<file path="config.mk">
export PLATFORM = sky130hd
export DESIGN_NAME = fifo_spi_master
export DESIGN_NICKNAME = d
export VERILOG_FILES = /design/src/rtl/fifo_spi_master.sv
export SDC_FILE = /design/constraint.sdc
export NUM_CORES = 1
export LEC_CHECK = 0
export ABC_AREA = 1
export BUFFER_PORTS_ARGS = -buffer_cell sky130_fd_sc_hd__buf_2
export CAP_MARGIN = 20
export CELL_PAD_IN_SITES_DETAIL_PLACEMENT = 1
export CELL_PAD_IN_SITES_GLOBAL_PLACEMENT = 1
export CORE_MARGIN = 1
export CORE_UTILIZATION = 38
export DETAILED_ROUTE_END_ITERATION = 16
export GPL_TIMING_DRIVEN = 1
export PLACE_DENSITY = 0.79
export SETUP_SLACK_MARGIN = 0.2
export SLEW_MARGIN = 20
export SYNTH_ARGS = -nofsm -noshare
export SYNTH_HDL_FRONTEND = slang
export SYNTH_SLANG_ARGS = --single-unit
</file>
<file path="constraint.sdc">
create_clock -name sys_clk -period 1.62 [get_ports sys_clk]
set_input_delay 0.081 -clock sys_clk [delete_from_list [all_inputs] [get_ports sys_clk]]
set_output_delay 0.081 -clock sys_clk [all_outputs]
set_load 0.005 [all_outputs]
</file>
<file path="src/rtl/fifo_spi_master.sv">
// FIFO SPI link initiator: clocks one 16-bit word out of the remote
// responder per rd_req and hands it over with a one-cycle rd_valid.
module fifo_spi_master #(
  parameter int CLK_DIV  = 8,
  parameter int CS_SETUP = 8,
  parameter int CS_IDLE  = 4
) (
  input  logic        sys_clk,
  input  logic        sys_rst,
  input  logic        rd_req,
  output logic        rd_busy,
  output logic [15:0] rd_data,
  output logic        rd_valid,
  output logic        fifo_clk,
  output logic        fifo_cs,
  output logic        fifo_mosi,
  input  logic        fifo_miso
);

  localparam int DMAX = (CLK_DIV > CS_SETUP) ? CLK_DIV : CS_SETUP;
  localparam int DW   = $clog2(DMAX);
  localparam int IW   = $clog2(CS_IDLE);

  typedef enum logic [2:0] {
    IDLE, SETUP, LOW, HIGH, HOLD
  } state_t;

  state_t      state;
  state_t      state_nx;
  logic [DW-1:0] div_cnt;
  logic [IW-1:0] idle_cnt;
  logic [3:0]  bit_cnt;
  logic [15:0] shreg;
  logic [1:0]  miso_sync;
  logic        div_done;
  logic        idle_done;
  logic        cs_d;
  logic        clk_d;
  logic        busy_d;
  logic        valid_d;

  assign div_done  = (div_cnt == '0);
  assign idle_done = (idle_cnt == '0);
  assign fifo_mosi = 1'b0;

  always_ff @(posedge sys_clk) begin
    if (sys_rst) state <= IDLE;
    else         state <= state_nx;
  end

  always_comb begin
    state_nx = state;
    unique case (state)
      IDLE:  if (rd_req && idle_done) state_nx = SETUP;
      SETUP: if (div_done) state_nx = LOW;
      LOW:   if (div_done) state_nx = HIGH;
      HIGH:  if (div_done)
               state_nx = (bit_cnt == 4'd15) ? HOLD : LOW;
      HOLD:  if (div_done) state_nx = IDLE;
      default: state_nx = IDLE;
    endcase
  end

  // Outputs are decoded from the next state so the pins are flops.
  always_comb begin
    cs_d    = (state_nx == IDLE);
    clk_d   = (state_nx == HIGH);
    busy_d  = (state_nx != IDLE);
    valid_d = (state == HOLD) && (state_nx == IDLE);
  end

  always_ff @(posedge sys_clk) begin
    if (sys_rst) begin
      fifo_cs   <= 1'b1;
      fifo_clk  <= 1'b0;
      rd_busy   <= 1'b0;
      rd_valid  <= 1'b0;
      rd_data   <= '0;
      div_cnt   <= '0;
      idle_cnt  <= '0;
      bit_cnt   <= '0;
      shreg     <= '0;
      miso_sync <= '0;
    end else begin
      fifo_cs   <= cs_d;
      fifo_clk  <= clk_d;
      rd_busy   <= busy_d;
      rd_valid  <= valid_d;
      miso_sync <= {miso_sync[0], fifo_miso};
      if (valid_d) rd_data <= shreg;

      if (state != state_nx)
        div_cnt <= (state_nx == SETUP) ? DW'(CS_SETUP - 1)
                                       : DW'(CLK_DIV - 1);
      else if (!div_done)
        div_cnt <= div_cnt - 1'b1;

      if (state == SETUP && div_done)
        bit_cnt <= '0;
      else if (state == HIGH && div_done && bit_cnt != 4'd15)
        bit_cnt <= bit_cnt + 1'b1;

      if (state == LOW && div_done)
        shreg <= {shreg[14:0], miso_sync[1]};

      // Reload one short: the valid cycle itself is the first idle cycle.
      if (valid_d)
        idle_cnt <= IW'(CS_IDLE - 1);
      else if (state == IDLE && !idle_done)
        idle_cnt <= idle_cnt - 1'b1;
    end
  end

endmodule

</file>
==> impl_metrics.json <==
{
  "reg2reg_depth": 9,
  "clkLatencyLatePin_ps": 300,
  "critPathMostFrequentCell": "nor2_4",
  "end_kind": "register",
  "path_max_fanout": 11,
  "drive_gt1_share_pct": 32.46,
  "min_period_ps": 1564,
  "wl_per_cell_um": 13.54,
  "path_cells": "ha_4 -> nand3_4 -> nor2_4 -> nor2_2 -> nor2_4 -> buf_6 -> nand4_1 -> nand2_1 -> nor2_1",
  "maxCapViolations": 0,
  "ys.flop_type": "dfxtp_1",
  "slew_violations": 0,
  "regArea_sq_um": 1013,
  "irDropWorstVdd_uv": 506.4,
  "synth-edff-count": 0,
  "remaining_drc_errors": 0,
  "synthArstFlopShare_pct": 0,
  "die_h_um": 78.97,
  "syn_to_final_growth_pct": 26.79,
  "setup_violations": 0,
  "top_layer": "met4",
  "clockBufferDepth": 2,
  "fin_tns_setup_ps": 0,
  "grt_pass1_vias": 1991,
  "ios": 25,
  "vias": 2002,
  "critPathRequiredTime_ps": 1830,
  "rr_endpoint": "rd_data[0]",
  "dieArea_sq_um": 6235,
  "yosys.area_share.simple_pct": 26.68,
  "hold_start": "sys_rst",
  "dp_worst_setup_slack_ps": -55.55,
  "post-dp-hpwl_um": 3334,
  "slowest_delay_ps": 370,
  "synth_top_family_by_area": "simple AND/OR/NAND/NOR gates",
  "yosysSeqAreaShare_pct": 44.47,
  "worstSetupPathType": "register to register",
  "grt_pass1_wl_um": 9094,
  "antenna_found_initial": 0,
  "fin_worst_skew_ps": 5.074,
  "slowest_stage": "dfxtp_2",
  "netlist_area_sq_um": 2251,
  "layout.nets": 352,
  "core_area_sq_um": 5608,
  "initial_utilization_pct": 40.14,
  "placedCellCount": 397,
  "start_kind": "register",
  "wirelength_um": 5647,
  "max_freq_mhz": 639.5,
  "synth_compound_area_share_pct": 9.561,
  "viasPerCell": 4.801,
  "layout.cells.non_filler": 417,
  "multi_input_area_sq_um": 1072,
  "rsz0062_at_grt": "true",
  "cts.sinks": 50,
  "io_buffer_count": 23,
  "met2_length_um": 2879,
  "setup_ws_ps": 56.29,
  "synthAdderAreaFrac_pct": 2.223,
  "leakage_nw": 1.299,
  "fillCellCount": 714,
  "yosys.area_share.xor_xnor_pct": 1.556,
  "min_to": "state[2]",
  "ff2ff_setup_slack_ps": 60,
  "hold_class": "primary input to register",
  "hold_viol": 0,
  "cts_tree": "built",
  "final_cell_area_sq_um": 2854,
  "ant_nets": 0,
  "overflow": 0,
  "grt_max_degree": 38,
  "drtIter0Drc": 64,
  "die_w_um": 78.97,
  "syn_inst": 309,
  "path_clk_slew_ps": 90,
  "syn_nets": 317,
  "cts_buffers": 5,
  "synthMuxAreaShare_pct": 0,
  "track_usage_pct": 18.59,
  "root_buffer": "clkbuf_8",
  "gp_congestion": 0.7679,
  "utilization_pct": 50.89,
  "yosys.cell_types.count": 25,
  "holdPathStages": 2,
  "cellPowerDensity_nw_per_um2": 1340,
  "htree_levels": 2,
  "syn_avg_cell_area_sq_um": 7.284,
  "ys_warn_count": 0,
  "ys_ff_latch": 50,
  "place_area_sq_um": 2520,
  "reg2reg_from": "bit_cnt[1]",
  "met1_length_um": 2538,
  "worstPathArrival_ps": 1770,
  "outcome": "complete, no violations",
  "firstDrtPassIters": 4,
  "diodes": 0,
  "finalCritPeriodShare_pct": 96.53,
  "placementRows": 27,
  "dr_wl_met3_um": 135
}
==> sequential cells by signal, indices dropped and copies added, names as in the netlist, 2 cells and up <==
| signal | count |
|---|---|
| miso_sync | 2 |
| idle_cnt | 2 |
| rd_data | 16 |
| state | 3 |
| bit_cnt | 4 |
| shreg | 16 |
| div_cnt | 3 |
==> area by class of cell <==
| cell class | instances | area share (%) |
|---|---|---|
| Inverter | 71 | 9.426 |
| Clock buffer | 7 | 3.376 |
| Clock inverter | 1 | 0.3069 |
| Sequential cell | 50 | 35.51 |
| Timing Repair Buffer | 43 | 10.65 |
| Tap cell | 72 | 3.157 |
| Multi-Input combinational cell | 173 | 37.57 |
==> worst max path at each step <==
stage                     start           to  slack, ps
detailed placement  idle_cnt[0]   rd_data[8]        -60
global placement    idle_cnt[0]   rd_data[9]         30
floorplan            div_cnt[1]  rd_data[10]        110
global route         bit_cnt[1]   rd_data[4]        -50
finish               bit_cnt[1]   rd_data[0]         60
CTS                  div_cnt[1]  rd_data[14]        100
==> metrics by stage <==
step           power, mW  hold WS, ps
3_5_place_dp       2.801        299.9
3_3_place_gp       2.744        293.4
4_1_cts            3.735        54.69
5_1_grt            4.052        70.85
2_1_floorplan      2.496        188.0
6_report           3.824        55.46
==> worst max-delay path: cells and delay by family, from the launching register on <==
kind / cells / cell delay, ps
DFF: 1 / 370
buffers and inverters: 1 / 180
and+or+nand+nor: 7 / 760
adders and majority gates: 1 / 150
==> cells in the final DEF, fill, tap and decap left out, drive strengths merged <==
cell type,n
clkinv,1
nor2,33
nor3,1
clkbuf,7
nand3b,1
nand3,11
dlygate4sd3,1
conb,1
o21ai,19
or2,1
buf,42
a21oi,24
nor4,1
xor2,4
nand4,17
ha,4
inv,71
dfxtp,50
nand2,56
==> synthesized netlist by cell type (2+ instances only) <==
library cell / number / area share, %
clkbuf_1: 9 / 1.5
ha_1: 4 / 2.2
nand4_1: 17 / 4.7
dfxtp_1: 50 / 44
xor2_1: 4 / 1.6
nor2_1: 32 / 5.3
nand3_4: 2 / 1.6
a21oi_1: 24 / 5.3
buf_2: 3 / 0.67
buf_6: 2 / 1.0
inv_2: 7 / 1.2
o21ai_0: 18 / 4.0
nand2_1: 47 / 7.8
inv_1: 64 / 11
nand2_2: 9 / 2.5
nand3_1: 8 / 1.8
==> metal layers <==
layer | vias up | global-route usage, %
li1 | 1009 | -
met1 | 962 | 22.34
met2 | 22 | 33.02
met3 | 9 | 3.218
met4 | 0 | 6.545
met5 | - | 0
==> logic make-up after synthesis <==
family | Yosys count
xor+xnor | 4
compound gates | 43
other cells | 1
fa+ha+maj | 4
flops | 50
buf+inv | 86
simple gates | 121
==> power breakdown <==
part | internal [mW] | switching (mW)
registers | 1.38 | 0.102
clock network | 0.392 | 0.411
logic | 0.635 | 0.900
==> timing repair <==
item | in CTS | in global routing
hold buffers | 1 | 0
gates cloned | 0 | 0
resized for setup | 17 | 20
pin swaps | 2 | 3
hold endpoints to repair | 1 | 0
buffers inserted | 9 | 2
endpoints found under the setup margin | 42 | 45
(Power assumes the default switching activity.)
